<file path="src/rtl/uart_pkg.sv">
// uart_pkg: constants, state encodings and helpers shared by the MU0 UART transmitter and receiver.
`timescale 1ns/1ps
package uart_pkg;

   localparam int DEF_CLK_FREQ     = 50_000_000;
   localparam int DEF_UART_BPS     = 9600;
   localparam int DATA_BITS        = 8;
   localparam int FRAME_BITS_NOPAR = 10;
   localparam int FRAME_BITS_PAR   = 11;

   typedef enum logic [2:0] {
      ST_IDLE   = 3'd0,
      ST_START  = 3'd1,
      ST_DATA   = 3'd2,
      ST_PARITY = 3'd3,
      ST_STOP   = 3'd4
   } uart_state_t;

   function automatic int calc_period(input int clk_freq, input int bps);
      return clk_freq / bps;
   endfunction

   // Keep counters at least one bit wide even for degenerate periods.
   function automatic int calc_cnt_width(input int period);
      return (period > 1) ? $clog2(period) : 1;
   endfunction

   function automatic logic even_parity(input logic [DATA_BITS-1:0] d);
      return ^d;
   endfunction

endpackage

</file>
<file path="src/rtl/uart_tx_if.sv">
// uart_tx_if: byte request / status handshake between core logic and the UART transmitter.
`timescale 1ns/1ps
interface uart_tx_if;
   import uart_pkg::*;

   logic                 tx_start;
   logic [DATA_BITS-1:0] tx_data;
   logic                 uart_tx;
   logic                 tx_busy;
   logic                 tx_done;

   modport master (
      output tx_start,
      output tx_data,
      input  uart_tx,
      input  tx_busy,
      input  tx_done
   );

   modport slave (
      input  tx_start,
      input  tx_data,
      output uart_tx,
      output tx_busy,
      output tx_done
   );

endinterface

</file>
<file path="src/rtl/uart_baud_cnt.sv">
// uart_baud_cnt: counts clocks within one bit period and flags the last clock of each bit.
`timescale 1ns/1ps
module uart_baud_cnt
   import uart_pkg::*;
#(
   parameter int PERIOD = 10,
   parameter int CW     = calc_cnt_width(PERIOD)
) (
   input  logic          clk,
   input  logic          rst,
   input  logic          clr,
   input  logic          en,
   output logic [CW-1:0] cnt,
   output logic          tick
);

   localparam logic [CW-1:0] LAST_CNT = CW'(PERIOD - 1);

   logic [CW-1:0] cnt_r;

   // Period counter: restarts on clear and wraps after the last clock of a bit.
   always_ff @(posedge clk) begin
      if (rst) begin
         cnt_r <= {CW{1'b0}};
      end else if (clr) begin
         cnt_r <= {CW{1'b0}};
      end else if (en) begin
         if (cnt_r == LAST_CNT) begin
            cnt_r <= {CW{1'b0}};
         end else begin
            cnt_r <= cnt_r + CW'(1);
         end
      end else begin
         cnt_r <= cnt_r;
      end
   end

   assign cnt  = cnt_r;
   assign tick = en && (cnt_r == LAST_CNT);

endmodule

</file>
<file path="src/rtl/uart_tx.sv">
// uart_tx: 8N1 serial transmitter for the MU0 host link, LSB first, idle high.
// Define UART_TX_PARITY_EN to insert an even-parity bit after bit 7 (8E1).
`timescale 1ns/1ps
module uart_tx
   import uart_pkg::*;
#(
   parameter int CLK_FREQ = DEF_CLK_FREQ,
   parameter int UART_BPS = DEF_UART_BPS
) (
   input logic      clk,
   input logic      rst,
   uart_tx_if.slave bus
);

   localparam int PERIOD = calc_period(CLK_FREQ, UART_BPS);
   localparam int CW     = calc_cnt_width(PERIOD);
   localparam int BW     = $clog2(DATA_BITS);
   localparam logic [CW-1:0] DONE_CNT = CW'(PERIOD - 2);
   localparam logic [BW-1:0] LAST_BIT = BW'(DATA_BITS - 1);

   uart_state_t          state_r;
   logic [DATA_BITS-1:0] shift_r;
   logic [BW-1:0]        bit_idx_r;
`ifdef UART_TX_PARITY_EN
   logic                 parity_r;
`endif
   logic                 uart_tx_r;
   logic                 tx_busy_r;
   logic                 tx_done_r;
   logic [CW-1:0]        cnt_s;
   logic                 tick_s;
   logic                 accept_s;

   // A new byte may be taken while idle or in the last stop-bit clock, giving zero-gap frames.
   assign accept_s = bus.tx_start && (!tx_busy_r || tx_done_r);

   uart_baud_cnt #(
      .PERIOD (PERIOD),
      .CW     (CW)
   ) u_baud (
      .clk  (clk),
      .rst  (rst),
      .clr  (accept_s),
      .en   (tx_busy_r),
      .cnt  (cnt_s),
      .tick (tick_s)
   );

   // Frame sequencer, shift register and registered line/status outputs.
   always_ff @(posedge clk) begin
      if (rst) begin
         state_r   <= ST_IDLE;
         shift_r   <= {DATA_BITS{1'b0}};
         bit_idx_r <= {BW{1'b0}};
`ifdef UART_TX_PARITY_EN
         parity_r  <= 1'b0;
`endif
         uart_tx_r <= 1'b1;
         tx_busy_r <= 1'b0;
         tx_done_r <= 1'b0;
      end else if (accept_s) begin
         state_r   <= ST_START;
         shift_r   <= bus.tx_data;
         bit_idx_r <= {BW{1'b0}};
`ifdef UART_TX_PARITY_EN
         parity_r  <= even_parity(bus.tx_data);
`endif
         uart_tx_r <= 1'b0;
         tx_busy_r <= 1'b1;
         tx_done_r <= 1'b0;
      end else begin
         tx_done_r <= 1'b0;
         case (state_r)
            ST_IDLE: begin
               uart_tx_r <= 1'b1;
               tx_busy_r <= 1'b0;
            end
            ST_START: begin
               if (tick_s) begin
                  state_r   <= ST_DATA;
                  bit_idx_r <= {BW{1'b0}};
                  uart_tx_r <= shift_r[0];
               end
            end
            ST_DATA: begin
               if (tick_s) begin
                  if (bit_idx_r == LAST_BIT) begin
`ifdef UART_TX_PARITY_EN
                     state_r   <= ST_PARITY;
                     uart_tx_r <= parity_r;
`else
                     state_r   <= ST_STOP;
                     uart_tx_r <= 1'b1;
`endif
                  end else begin
                     bit_idx_r <= bit_idx_r + BW'(1);
                     shift_r   <= {1'b0, shift_r[DATA_BITS-1:1]};
                     uart_tx_r <= shift_r[1];
                  end
               end
            end
`ifdef UART_TX_PARITY_EN
            ST_PARITY: begin
               if (tick_s) begin
                  state_r   <= ST_STOP;
                  uart_tx_r <= 1'b1;
               end
            end
`endif
            ST_STOP: begin
               // Registered, so raise it one clock early to land on the final stop clock.
               tx_done_r <= (cnt_s == DONE_CNT);
               if (tick_s) begin
                  state_r   <= ST_IDLE;
                  uart_tx_r <= 1'b1;
                  tx_busy_r <= 1'b0;
               end
            end
            default: begin
               state_r   <= ST_IDLE;
               uart_tx_r <= 1'b1;
               tx_busy_r <= 1'b0;
            end
         endcase
      end
   end

   assign bus.uart_tx = uart_tx_r;
   assign bus.tx_busy = tx_busy_r;
   assign bus.tx_done = tx_done_r;

endmodule

</file>
<file path="src/flat_wrapper.sv">
// flat-port wrapper written by rule: the top's interface ports become plain ports
module uart_tx_flat import uart_pkg::*;
#(
   parameter int CLK_FREQ = DEF_CLK_FREQ,
   parameter int UART_BPS = DEF_UART_BPS
)
  (clk, rst, bus_tx_start, bus_tx_data, bus_uart_tx, bus_tx_busy, bus_tx_done);
  uart_tx_if bus_i ();
  input logic clk;
  input logic rst;
  input wire logic [$bits(bus_i.tx_start)-1:0] bus_tx_start;
  input wire logic [$bits(bus_i.tx_data)-1:0] bus_tx_data;
  output wire logic [$bits(bus_i.uart_tx)-1:0] bus_uart_tx;
  output wire logic [$bits(bus_i.tx_busy)-1:0] bus_tx_busy;
  output wire logic [$bits(bus_i.tx_done)-1:0] bus_tx_done;
  assign bus_i.tx_start = bus_tx_start;
  assign bus_i.tx_data = bus_tx_data;
  assign bus_uart_tx = bus_i.uart_tx;
  assign bus_tx_busy = bus_i.tx_busy;
  assign bus_tx_done = bus_i.tx_done;
  uart_tx #(.CLK_FREQ(CLK_FREQ), .UART_BPS(UART_BPS)) u_core (.clk(clk), .rst(rst), .bus(bus_i));
endmodule
</file>
<file path="config.mk">
export PLATFORM = sky130hd
export DESIGN_NAME = uart_tx_flat
export DESIGN_NICKNAME = d
export VERILOG_FILES = /design/src/rtl/uart_pkg.sv /design/src/rtl/uart_tx_if.sv /design/src/rtl/uart_baud_cnt.sv /design/src/rtl/uart_tx.sv /design/src/flat_wrapper.sv
export SDC_FILE = /design/constraint.sdc
export NUM_CORES = 1
export LEC_CHECK = 0
export ABC_AREA = 1
export CAP_MARGIN = 15
export CORE_MARGIN = 4
export CORE_UTILIZATION = 51
export DETAILED_ROUTE_END_ITERATION = 8
export GPL_TIMING_DRIVEN = 0
export MAX_ROUTING_LAYER = met4
export PLACE_DENSITY = 0.75
export SYNTH_ARGS = -nofsm -noshare
export SYNTH_HDL_FRONTEND = slang
export SYNTH_SLANG_ARGS = --single-unit
</file>
<file path="constraint.sdc">
create_clock -name clk -period 1.4 [get_ports clk]
set_input_delay 0.42 -clock clk [delete_from_list [all_inputs] [get_ports clk]]
set_output_delay 0.42 -clock clk [all_outputs]
set_load 0.03 [all_outputs]
</file>
# Word-level counts from Yosys, hierarchy flattened
# Index checks and enable logic that the tools add are counted.
# classes
n_shift	0
n_reduce_logical	17
addsub	2
n_bitwise	2
multipliers	0
n_eq_ne	18
mux	23
n_div	0
magnitude_cmp	0
# op_table
operator	n
$mux 8	4
$eq 13x13->1 const B	2
$mux 3	6
$ne 2x1->1 const B	7
$add 13x1->13 const B	1
$mux 13	1
$ne 3x1->1 const B	4
$pmux 3 s4	1
$reduce_and 5->1	2
$mux 1	8
$eq 3x3->1 const B	2
$pmux 3 s2	1
$reduce_and 3->1	2
$reduce_bool 2->1	3
$reduce_and 4->1	1
$reduce_or 2->1	2
$add 3x1->3 const B	1
$eq 3x1->1 const B	1
$eq 3x2->1 const B	1
$logic_not 3->1	1
$pmux 1 s3	1
$reduce_or 3->1	1
$logic_and 1x1->1	2
$ne 2x2->1 const B	1
5 further kinds	6
# word_totals
reg_bits	30
ram_bits	0
latchBits	0
in_bits	11
elab_cells	70
n_memories	0
mem_bits_ro	0

# Depth between registers and ports, before layout
# logic_depth
depth_word	5
ltp_mapped	9

# By module
# Synthesis repeated with hierarchy kept, for this count alone.
# hier_totals
cells_unflattened	254
hier_area_um2	1722.9
# modules_own_cells
module	area_each_um2	seq_area_each_um2	n_inst	cells_per_inst
uart_tx	983.4	340.3	1	140
uart_baud_cnt	739.5	260.2	1	114

# Worst setup path before layout
# Ideal clock, no wire load.
# synth_timing
kind	flip-flop to flip-flop
from	register u_core.tx_busy_r (netlist: u_core.bus.tx_busy)
to	register u_core.shift_r[2]
arrival_ps	1499
slack_ps	-212
setup_time_ps	113
n_path_buf	2
stages_incl_launch_ff	10
synth_period_minus_slack_ps	1612
path_cell_list	dfxtp_1 buf_4 nand2_1 nor3_2 nand3_1 nand2_2 buf_6 nand3_1 nand2_1 nor2_1
# synth_via
elab_chain_cells	5
word_cells_on_any_way	9
# synth_lines
element	line	rtl
start: declaration	uart_tx.sv:28	logic tx_busy_r;
start signal: assignment	uart_tx.sv:59	tx_busy_r <= 1'b0;
start signal: assignment	uart_tx.sv:69	tx_busy_r <= 1'b1;
start signal: assignment	uart_tx.sv:76	tx_busy_r <= 1'b0;
$logic_not 1->1	uart_tx.sv:35	assign accept_s = bus.tx_start && (!tx_busy_r || tx_done_r);
$logic_or 1x1->1	uart_tx.sv:35	
$logic_and 1x1->1	uart_tx.sv:35	
$ne 2x1->1 (no line) / $reduce_bool 2->1 (equally long branches)	-	
$reduce_and 3->1 (no line)	-	
end signal: assignment	uart_tx.sv:53	shift_r <= {DATA_BITS{1'b0}};
end signal: assignment	uart_tx.sv:63	shift_r <= bus.tx_data;
end signal: assignment	uart_tx.sv:97	shift_r <= {1'b0, shift_r[DATA_BITS-1:1]};
end: declaration	uart_tx.sv:22	logic [DATA_BITS-1:0] shift_r;
# Parallel ways exist; a longest one is shown, timed or not.
# A chain may end at the register's enable or synchronous reset.

# Final worst setup path
# layout_timing
from	register u_core.u_baud.cnt_r[11] (netlist: u_core.u_baud.cnt[11])
to	register u_core.shift_r[3]
# layout_via
elab_chain_cells	4
# layout_lines
element	line	rtl
start: declaration	uart_baud_cnt.sv:19	logic [CW-1:0] cnt_r;
start signal: assignment	uart_baud_cnt.sv:24	cnt_r <= {CW{1'b0}};
start signal: assignment	uart_baud_cnt.sv:26	cnt_r <= {CW{1'b0}};
start signal: assignment	uart_baud_cnt.sv:29	cnt_r <= {CW{1'b0}};
$eq 13x13->1	uart_baud_cnt.sv:39	assign tick = en && (cnt_r == LAST_CNT);
$logic_and 1x1->1	uart_baud_cnt.sv:39	
$reduce_bool 2->1 (no line)	-	
$reduce_and 3->1 (no line)	-	
# Every way passes these cells.

==> results.json <==
{
  "vias": 1630,
  "synthArstFlopShare_pct": 0,
  "crit_required_ns": 1.63,
  "first_pass_iters": 4,
  "grt_pass1_wl_mm": 6.14,
  "diodes": 0,
  "slew_headroom_pct": 78.6,
  "clock-root-buffer": "clkbuf_4",
  "multi_input_area_um2": 1070,
  "cap_violations": 0,
  "synth-edff-count": 0,
  "violations": "negative setup slack",
  "path_clk_slew_ns": 0.08,
  "start_util_pct": 55.1,
  "setup_violations": 22,
  "vias_per_cell": 5.31,
  "drtIter0Drc": 114,
  "clock_sinks": 30,
  "grt_max_degree": 11,
  "ff_latch_area_um2": 627,
  "cts_tree": "yes",
  "max_freq_mhz": 660,
  "layout_setup_ws_ns": -0.116,
  "ys.flop_type": "dfxtp_1",
  "drt-total-wl_mm": 4.54,
  "syn_nets": 241,
  "clockBufferDepth": 2,
  "rsz0062_at_grt": "true",
  "postCtsHoldBufs": 0,
  "stdcell_count": 307,
  "fin_util_pct": 81.4,
  "fin_nets": 291,
  "synth.distinct_cells": 27,
  "routabilityCongestion": 0.878,
  "whs_ns": 0.487,
  "hpwlAfterDp_mm": 2.34,
  "worst_pin_slew_ns": 0.318,
  "power.density_nw_per_um2": 830,
  "drv_slew": 0,
  "finalCritPeriodShare_pct": 108,
  "peakVddDrop_v": 0.000529,
  "core.rowCount": 19,
  "synth_top_area_cell": "dfxtp_1",
  "holdCritPathClass": "flip-flop to flip-flop",
  "syn_avg_cell_area_um2": 6.89,
  "grt-ovfl-total": 0,
  "yosysWarnings": 0,
  "port_buffers": 13,
  "period_minus_slack_ns": 1.52,
  "die_x_um": 63.3,
  "htreeDepth": 2,
  "ant_nets": 0,
  "core-area_um2": 2830,
  "pin_count": 14,
  "endpoint_kind": "flip-flop",
  "fp.dieH_um": 63.3,
  "hold_violations": 0,
  "die_area_um2": 4000,
  "nFillCells": 190,
  "clk_latency_ns": 0.34,
  "antenna_found_initial": 0,
  "post_drt_wl_per_cell_um": 14.8,
  "dp.cells": 270,
  "leakage_nw": 0.932,
  "synth_top_area_share_pct": 38.6,
  "synth_cells": 226,
  "status": "finished with violations",
  "ys_top_cells_by_area": "dfxtp_1, nand2_1, nor2_1",
  "skew_ns": 0.0159,
  "area_delta_synth_final_pct": 47.8,
  "arrival_ns": 1.75,
  "crit_fanout": 5,
  "drive_gt1_share_pct": 39.1,
  "cp-start-kind": "flip-flop",
  "grt_pass1_vias": 1428,
  "ys_seq_area_share_pct": 38.6,
  "cts_buffers": 5,
  "syn_area_um2": 1560,
  "grtUsageTotal_pct": 19.8,
  "critPathKind": "flip-flop to flip-flop",
  "route.detailed.drc": 0,
  "ys_ff_latch": 30
}
## report_power, final
part | total, mW | leakage [nW] | internal, mW | switching [mW]
sequential | 0.915 | 0.252 | 0.889 | 0.0256
combinational | 0.463 | 0.649 | 0.202 | 0.261
clock | 0.534 | 0.0314 | 0.237 | 0.297
total | 1.91 | 0.932 | 1.33 | 0.583
## flip-flops by register name, indices dropped and copies added (netlist names)
name / cells
u_core.u_baud.cnt: 13
u_core.shift_r: 8
u_core.bit_idx_r: 3
u_core.state_r: 3
u_core.bus.tx_busy: 1
u_core.bus.tx_done: 1
u_core.bus.uart_tx: 1
## metal layers
metal / routed length [µm] / track usage [%] / up-vias
met3: 190 / 4.26 / 8
met1: 1900 / 23.7 / 759
li1: - / - / 826
met4: 59 / 8.89 / 0
met5: 0 / - / -
met2: 2390 / 31.9 / 37
## final cells by class
class                      count  share of cell area (%)
timing repair buffer          43                    16.5
multi-input combinational    168                    46.3
buffer                         3                    1.63
inverter                      25                    4.29
clock buffer                   7                    2.39
tap                           31                    1.68
sequential                    30                    27.2
## kinds of logic (layout without fill, tap and decap cells)
logic type	count (synthesis)	in the layout	share of synthesized area, %
xor+xnor	3	3	1.69
fa+ha+maj	4	4	3.21
simple gates	141	141	41.5
buf+inv	28	78	7.55
flops	30	30	38.6
compound gates	20	20	7.47
## worst max-delay path: stages (launching register included)
cell and delay [ns]:
dfxtp_2 0.34, inv_2 0.10, nand3_2 0.10, nor3_4 0.23
buf_4 0.16, nand3_4 0.09, nand2_4 0.12, buf_6 0.13
nand3_2 0.06, nand2_2 0.05, nor2_1 0.04
## synthesized netlist by cell type (2+ instances only)
library cell  instances
nor3_1                5
ha_1                  4
nand3b_1              2
nand3_1              23
o21ai_0               7
nor2_2                2
nand2_2               3
xor2_1                3
dfxtp_1              30
inv_2                 3
nor3_2                2
nand2_1              56
nand4_1               5
inv_1                22
a21oi_1              10
nor2_1               38
## cell usage in the layout (no fill, tap or decap), types with 2 or more instances in the layout
cell,count
nand2_1,48
nor2_1,33
buf_4,24
dfxtp_1,17
inv_1,14
nand3_1,13
clkdlybuf4s50_1,10
inv_2,9
a21oi_1,9
dfxtp_2,9
nand3_2,8
nand2_2,7
buf_6,7
clkbuf_4,6
nand4_1,5
nand2_4,4
nor2_4,4
dfxtp_4,4
nand3_4,3
nor2_2,3
o21ai_1,3
nor3_1,3
o21ai_0,3
xor2_1,3
ha_4,3
nor3_4,2
inv_4,2
nand3b_1,2
nor3_2,2
buf_2,2
## per-stage QoR
stage / instance area (µm²) / total power, mW / setup slack (ns) / TNS, ns
floorplan: 1560 / 1.16 / 0.00133 / 0
global placement: 1730 / 1.25 / -0.388 / -6.39
detailed placement: 1730 / 1.26 / -0.391 / -6.30
CTS: 2030 / 1.84 / -0.0137 / -0.0421
global route: 2300 / 2.01 / -0.195 / -3.15
finish: 2300 / 1.91 / -0.116 / -1.12
## what timing repair did
item                       CTS  global route
setup endpoints to repair   26            30
resized for setup           47            55
setup buffers               15            13
pin swaps                    7            18
gates cloned                 1             1
## worst paths after layout
kind | start | endpoint | slack, ns | depth (start not counted)
setup reg to reg | u_core.u_baud.cnt[11]$_SDFFE_PP0P_ | u_core.shift_r[3]$_SDFFE_PP0P_ | -0.12 | 10
hold / removal | u_core.shift_r[3]$_SDFFE_PP0P_ | u_core.shift_r[3]$_SDFFE_PP0P_ | 0.49 | 2
setup / recovery | u_core.u_baud.cnt[11]$_SDFFE_PP0P_ | u_core.shift_r[3]$_SDFFE_PP0P_ | -0.12 | 10
hold reg to reg | u_core.shift_r[3]$_SDFFE_PP0P_ | u_core.shift_r[3]$_SDFFE_PP0P_ | 0.49 | 2
Note: power is estimated with default switching activity, not from simulation.
